### src/rtl/addr_fetch.sv
// Fetches one 16-bit little-endian operand as two byte reads and writes it to the acu.
// Every output is a flop computed from the next state.
module addr_fetch #(
  parameter int unsigned TIMEOUT = 15
) (
  input  logic        clk,
  input  logic        rst,
  input  logic        start,
  input  logic [15:0] base,
  output logic [15:0] mem_addr,
  output logic        mem_req,
  input  logic        mem_ack,
  input  logic [7:0]  mem_data,
  output logic [7:0]  d,
  output logic        wl,
  output logic        wh,
  output logic        oe,
  output logic        busy,
  output logic        done,
  output logic        err,
  output logic [15:0] ptr_next
);

  localparam int unsigned AW = 16;
  localparam int unsigned DW = 8;
  localparam int unsigned WAIT_W = 8;
  localparam logic [WAIT_W-1:0] WAIT_LAST = WAIT_W'(TIMEOUT - 1);

  typedef enum logic [2:0] {
    IDLE, REQ_LO, WR_LO, REQ_HI, WR_HI, DONE, ERR
  } state_e;

  state_e              state_q, state_d;
  logic [AW-1:0]       ptr_q, ptr_d;
  logic [WAIT_W-1:0]   wait_q, wait_d;
  logic [AW-1:0]       mem_addr_q, mem_addr_d;
  logic                mem_req_q, mem_req_d;
  logic [DW-1:0]       d_q, d_d;
  logic                wl_q, wl_d;
  logic                wh_q, wh_d;
  logic                oe_q, oe_d;
  logic                busy_q, busy_d;
  logic                done_q, done_d;
  logic                err_q, err_d;
  logic [AW-1:0]       ptr_next_q, ptr_next_d;

  always_ff @(posedge clk or posedge rst) begin
    if (rst) begin
      state_q    <= IDLE;
      ptr_q      <= '0;
      wait_q     <= '0;
      mem_addr_q <= '0;
      mem_req_q  <= 1'b0;
      d_q        <= '0;
      wl_q       <= 1'b0;
      wh_q       <= 1'b0;
      oe_q       <= 1'b0;
      busy_q     <= 1'b0;
      done_q     <= 1'b0;
      err_q      <= 1'b0;
      ptr_next_q <= '0;
    end else begin
      state_q    <= state_d;
      ptr_q      <= ptr_d;
      wait_q     <= wait_d;
      mem_addr_q <= mem_addr_d;
      mem_req_q  <= mem_req_d;
      d_q        <= d_d;
      wl_q       <= wl_d;
      wh_q       <= wh_d;
      oe_q       <= oe_d;
      busy_q     <= busy_d;
      done_q     <= done_d;
      err_q      <= err_d;
      ptr_next_q <= ptr_next_d;
    end
  end

  // Next state plus the values the output flops take on entering it.
  always_comb begin
    state_d    = state_q;
    ptr_d      = ptr_q;
    wait_d     = wait_q;
    mem_addr_d = mem_addr_q;
    d_d        = d_q;
    oe_d       = oe_q;
    ptr_next_d = ptr_next_q;

    unique case (state_q)
      IDLE: begin
        if (start) begin
          state_d    = REQ_LO;
          ptr_d      = base;
          wait_d     = '0;
          mem_addr_d = base;
          oe_d       = 1'b0;
        end
      end
      REQ_LO, REQ_HI: begin
        if (mem_ack) begin
          state_d = (state_q == REQ_LO) ? WR_LO : WR_HI;
          d_d     = mem_data;
          wait_d  = '0;
        end else if (wait_q == WAIT_LAST) begin
          state_d = ERR;
        end else begin
          wait_d = wait_q + WAIT_W'(1);
        end
      end
      WR_LO: begin
        state_d    = REQ_HI;
        mem_addr_d = ptr_q + AW'(1);
      end
      WR_HI: begin
        state_d    = DONE;
        ptr_next_d = ptr_q + AW'(2);
        oe_d       = 1'b1;
      end
      DONE: state_d = IDLE;
      ERR: begin
        state_d = IDLE;
        oe_d    = 1'b0;
      end
      default: state_d = IDLE;
    endcase

    mem_req_d = (state_d == REQ_LO) || (state_d == REQ_HI);
    wl_d      = (state_d == WR_LO);
    wh_d      = (state_d == WR_HI);
    busy_d    = (state_d != IDLE);
    done_d    = (state_d == DONE);
    err_d     = (state_d == ERR);
  end

  assign mem_addr = mem_addr_q;
  assign mem_req  = mem_req_q;
  assign d        = d_q;
  assign wl       = wl_q;
  assign wh       = wh_q;
  assign oe       = oe_q;
  assign busy     = busy_q;
  assign done     = done_q;
  assign err      = err_q;
  assign ptr_next = ptr_next_q;

endmodule

### config.mk
export PLATFORM = sky130hd
export DESIGN_NAME = addr_fetch
export DESIGN_NICKNAME = d
export VERILOG_FILES = /design/src/rtl/addr_fetch.sv
export SDC_FILE = /design/constraint.sdc
export NUM_CORES = 1
export LEC_CHECK = 0
export CORE_ASPECT_RATIO = 1.2
export CORE_MARGIN = 2
export CORE_UTILIZATION = 35
export DETAILED_ROUTE_END_ITERATION = 10
export PLACE_DENSITY = 0.58
export SLEW_MARGIN = 10
export SYNTH_ARGS = -nofsm -noshare
export SYNTH_HDL_FRONTEND = slang
export SYNTH_SLANG_ARGS = --single-unit
### constraint.sdc
create_clock -name clk -period 3.55 [get_ports clk]
set_input_delay 1.065 -clock clk [delete_from_list [all_inputs] [get_ports clk]]
set_output_delay 1.065 -clock clk [all_outputs]
set_load 0.01 [all_outputs]
# After elaboration in Yosys (flattened, before gate mapping)
# Index checks and enable logic that the tools add are counted.
# word_totals
wordCells	55
regBits	74
# classes
add_sub_neg	3
n_reduce_logical	12
n_eq_ne	14
muxes	13
# op_table
operator	n
$pmux 16 s2	1
$mux 8	3
$add 16x1->16 const B	1
$add 16x2->16 const B	1
$mux 16	1
$pmux 8 s2	1
$eq 3x3->1 const B	5
$eq 3x2->1 const B	4
$mux 3	4
$pmux 3 s4	1
$add 8x1->8 const B	1
$eq 8x4->1 const B	1
$reduce_and 2->1	4
$eq 3x1->1 const B	2
$reduce_bool 3->1	2
$reduce_bool 2->1	2
$logic_not 3->1	1
$ne 3x3->1 const B	1
$pmux 1 s3	1
$reduce_and 3->1	1
$ne 2x2->1 const B	1
$reduce_or 2->1	1
$logic_or 1x1->1	1
$mux 1	1

# Longest topological paths before layout
# depth
ltp_word	6
ltp_mapped	6

# Least setup slack after synthesis
# Ideal clock, no wire load.
# synth_timing
path_kind	input -> register
start	in start
end	reg mem_addr_q[10] (netlist: mem_addr[10])
required_ns	3.413
path_slack_ns	1.516
cell_stages	5
arrival_time_ns	1.898
path_buffers	1
path_cell_list	nor2b_1 -> nand2_1 -> buf_2 -> a211oi_1 -> a21oi_1
# synth_via
elab_chain_len	2
# synth_lines
item	line	source
from (decl)	8	input logic start,
$ne 2x2->1 (no source line)	--	
$reduce_and 2->1 (no source line)	--	
to (signal assigned)	66	mem_addr_q <= mem_addr_d;
to (decl)	36	logic [AW-1:0] mem_addr_q, mem_addr_d;
# Every way passes these cells.
# A chain may end at the register's enable or synchronous reset.

# Worst setup path in the final report
# layout_timing
start	in start
end	reg mem_addr_q[8] (netlist: mem_addr[8])
# Same word-level chain as after synthesis.

==> flow_summary_export.csv <==
group,metric,value,unit
synth,yosys_warn_count,0,
synth,area_contributors_post_synth,"sky130_fd_sc_hd__dfrtp_1 52%, sky130_fd_sc_hd__nand2_1 6.8%, sky130_fd_sc_hd__xnor2_1 5.9%",
timing,final.period_utilization,73.22,%
synth,synth.lib_cells_used.distinct,48,
timing,final.min_clock_period,2.599,ns
pwr,comb_power_share,39.0,%
place,pre_cts_slack,0.6219,ns
synth,yosysTopAreaCellShare,51.73,%
floorplan,die_area,11060,um2
synth,primary_ff_master_synth,"sky130_fd_sc_hd__dfrtp_1",
timing,max_slew_margin,42.62,%
floorplan,i_o_pin_total,75,
min_path,min_path_type,"reg -> reg",
place,detailed_place_hpwl,5.902,mm
timing,drv_slew,0,
floorplan,start_util,35.76,%
critical_path,timing.critical_path.to_type,"flop",
floorplan,chipHeight,114.8,um
floorplan,rows,40,
grt,global_route.overflow_total,0,
grt,wire_length_of_the_first_global_routing_pass,13.86,mm
cts,numCtsBuffers,9,
grt,grt_max_degree,75,
critical_path,path_cells,"clkdlybuf4s50_1 > nor2b_1 > nand2_1 > a211oi_1 > a21oi_1",
drt,route.detailed.wl_per_inst,15.04,um
critical_path,required,3.75,ns
drt,via_count,2838,
place,io_buffers,74,
pwr,p_int,2.865,mW
drt,drc,0,
final_layout,layout-drive-gt1-share,8.884,%
critical_path,cp.arrival,2.80,ns
floorplan,chipWidth,96.32,um
pwr,clockPowerShare,24.3,%
cts,tritoncts_clock_tree,"done",
synth,syn_inst,365,
timing,setup_viol,0,
synth,synth_area_leader_cell,"sky130_fd_sc_hd__dfrtp_1",
final_layout,final_nets,466,
final_layout,finish.instance_area,4780,um2
place,gp_congestion,0.8545,
final_layout,finalCoreUtilization,47.75,%
drt,post_drt_via_cell_ratio,5.023,
timing,setup_total_negative_slack,0,ns
place,detailed_place.area,4427,um2
cts,clock_sink_count,74,
synth,synthesis.nets,397,
synth,ys_ff_latch,74,
synth,synth.cell_area,3580,um2
cts,ctsRootBufferMaster,"sky130_fd_sc_hd__clkbuf_16",
final_layout,areaGrowthSynthToFinish,33.52,%
pwr,ir_drop,0.3921,mV
synth,avgSynthCellArea,9.807,um2
floorplan,core_area,10010,um2
cts,worstSkewPairLatency,0.33,ns
synth,postSynth.asyncResetShare,100.0,%
drt,detail_route.iter0.violations,72,
timing,final.setup_skew,0.009402,ns
drt,detailedRoute.firstPassIterationCount,4,
drt,antenna_viol_nets_final,0,
critical_path,r2r_setup_slack,1.56,ns
status,status,"finished clean",
pwr,net-switching-power,1.520,mW
grt,via_count_of_the_first_global_routing_pass,2778,
synth,yosysSeqAreaShare,51.73,%
cts,hold_buffers,0,
timing,timing.final.ws_setup,0.9508,ns
critical_path,worst-setup-path-type,"in -> reg",
pwr,power_per_cell_area,917.3,nW/um2
pwr,switching_share,34.66,%
critical_path,cp_slowest_cell,"sky130_fd_sc_hd__nand2_1",
cts,cts_setup_buffers,0,
timing,timing.final.hold_violations,0,
grt,globalRouteTotalUtil,16.16,%
critical_path,critical_path.startpoint_type,"input pin",
final_layout,antennaDiodeCount,0,
timing,max_clock_freq,0.3847,GHz
grt,antenna_found_initial,0,
critical_path,max_stage_delay,0.52,ns
cts,postCtsResizedCells,0,
flow_run,cap_violations,0,
cts,cts_max_level,3,
timing,unrepaired_setup_endpoints_after_global_routing,"false",
drt,wl,8.498,mm
synth,synth_enable_flop_cells,0,
critical_path,critPathMaxFanout,24,
pwr,overall_power_after_layout,4.385,mW
timing,tightestPinTransition,0.8587,ns
pwr,power.share.sequential,36.6,%
cts,max-clock-path-buffers,2,
pwr,power_leakage,2.046,nW
cts,cts.clk_slew.worst_paths,0.06,ns
flip-flops by register name, summed over array words and instances, names as in the netlist, 3 cells and up:
signal	count
d	8
ptr_next	16
state_q	3
ptr_q	16
mem_addr	16
wait_q	8
cells in the final DEF, fill, tap and decap left out, types with 2 or more instances in the layout:
cell                              count
sky130_fd_sc_hd__a211oi_1            12
sky130_fd_sc_hd__a21o_1              10
sky130_fd_sc_hd__a21oi_1             12
sky130_fd_sc_hd__a31oi_1              5
sky130_fd_sc_hd__and2_1               9
sky130_fd_sc_hd__and3_1               2
sky130_fd_sc_hd__buf_4                5
sky130_fd_sc_hd__bufinv_16            3
sky130_fd_sc_hd__clkbuf_16            9
sky130_fd_sc_hd__clkbuf_8             2
sky130_fd_sc_hd__clkdlybuf4s50_1     74
sky130_fd_sc_hd__clkinv_2             2
sky130_fd_sc_hd__dfrtp_1             74
sky130_fd_sc_hd__ha_1                 4
sky130_fd_sc_hd__inv_1                6
sky130_fd_sc_hd__mux2_2               8
sky130_fd_sc_hd__nand2_1             65
sky130_fd_sc_hd__nand3_1              9
sky130_fd_sc_hd__nand4_1              3
sky130_fd_sc_hd__nand4_2              2
sky130_fd_sc_hd__nor2_1              26
sky130_fd_sc_hd__nor2b_1              4
sky130_fd_sc_hd__nor3_1               8
sky130_fd_sc_hd__nor4_1               8
sky130_fd_sc_hd__o211ai_1             2
sky130_fd_sc_hd__o21a_1               3
sky130_fd_sc_hd__o21ai_0             21
sky130_fd_sc_hd__o311ai_0             2
sky130_fd_sc_hd__o31a_1               2
sky130_fd_sc_hd__xnor2_1             24
sky130_fd_sc_hd__xor2_1               2
power by group through the flow:
stage / Clock, mW / Combinational [mW] / Sequential, mW
2_1_floorplan: 0 / 1.02 / 1.55
3_3_place_gp: 0 / 1.70 / 1.61
3_5_place_dp: 0 / 1.73 / 1.61
4_1_cts: 1.08 / 1.74 / 1.61
5_1_grt: 1.12 / 1.90 / 1.66
6_report: 1.07 / 1.71 / 1.61
metal layers:
metal	vias up	routed length (um)	part of all wire, %	GRT usage (%)
li1	1399	-	-	-
met1	1377	3965	47	22.13
met2	56	4101	48	25.60
met3	6	344	4.0	3.670
met4	0	85	1.0	4.977
met5	-	0	0	0
per-stage QoR:
| stage | hold slack, ns | instances |
|---|---|---|
| 4_1_cts | 0.4784 | 565 |
| 6_report | 0.4730 | 565 |
| 3_5_place_dp | 0.4651 | 549 |
| 3_3_place_gp | 0.4629 | 549 |
| 5_1_grt | 0.4979 | 565 |
| 2_1_floorplan | 0.5020 | 365 |
cells by family (layout without fill, tap and decap cells):
| logic type | Yosys count | in the layout | synth area share [%] |
|---|---|---|---|
| XOR/XNOR | 26 | 26 | 6.361 |
| buffers and inverters | 29 | 103 | 3.915 |
| adder cells (fa/ha/maj) | 4 | 4 | 1.398 |
| AND/OR/NAND/NOR | 147 | 147 | 20.10 |
| multiplexers | 9 | 9 | 2.796 |
| flip-flops | 74 | 74 | 51.73 |
| AO/OA/AOI/OAI | 76 | 76 | 13.70 |
cell type report:
| cell class | instances | area (um2) |
|---|---|---|
| flip-flops and latches | 74 | 1852 |
| multi-input cells | 262 | 1593 |
| inverters | 7 | 26.28 |
| clock inverters | 5 | 100.1 |
| fillers | 981 | 5230 |
| clock buffers | 11 | 252.7 |
| well taps | 126 | 157.7 |
| repair buffers | 80 | 798.3 |
cells in the mapped netlist (all sizes together) (2+ instances only):
| cell type | number |
|---|---|
| ha | 4 |
| and2 | 9 |
| nor3 | 8 |
| o21a | 3 |
| inv | 7 |
| o31a | 2 |
| xor2 | 2 |
| a21o | 10 |
| nand4 | 5 |
| buf | 15 |
| a211oi | 12 |
| nor2 | 27 |
| mux2 | 8 |
| and3 | 2 |
| nand3 | 9 |
| a21oi | 12 |
| nor4 | 8 |
| clkbuf | 7 |
| xnor2 | 24 |
| dfrtp | 74 |
| nand2 | 65 |
| a31oi | 5 |
| nor2b | 4 |
| o311ai | 2 |
| o211ai | 2 |
| o21ai | 22 |
worst max-delay path: cells and delay by family:
family / cells / cell delay, ns
AND/OR/NAND/NOR: 2 / 0.74
buffers and inverters: 1 / 0.50
AO/OA/AOI/OAI: 2 / 0.49
path summary, 6_finish.rpt:
| check | start | end | depth (start not counted) |
|---|---|---|---|
| hold / removal | ptr_next[2] | ptr_next[2] | 2 |
| setup / recovery | start | mem_addr[8] | 5 |
| max in group asynchronous | rst | ptr_q[3] | 3 |
| min in group asynchronous | rst | d[6] | 3 |
| setup reg to reg | state_q[0] | state_q[2] | 4 |
| hold reg to reg | ptr_next[2] | ptr_next[2] | 2 |
Note: power is estimated with default switching activity, not from simulation.
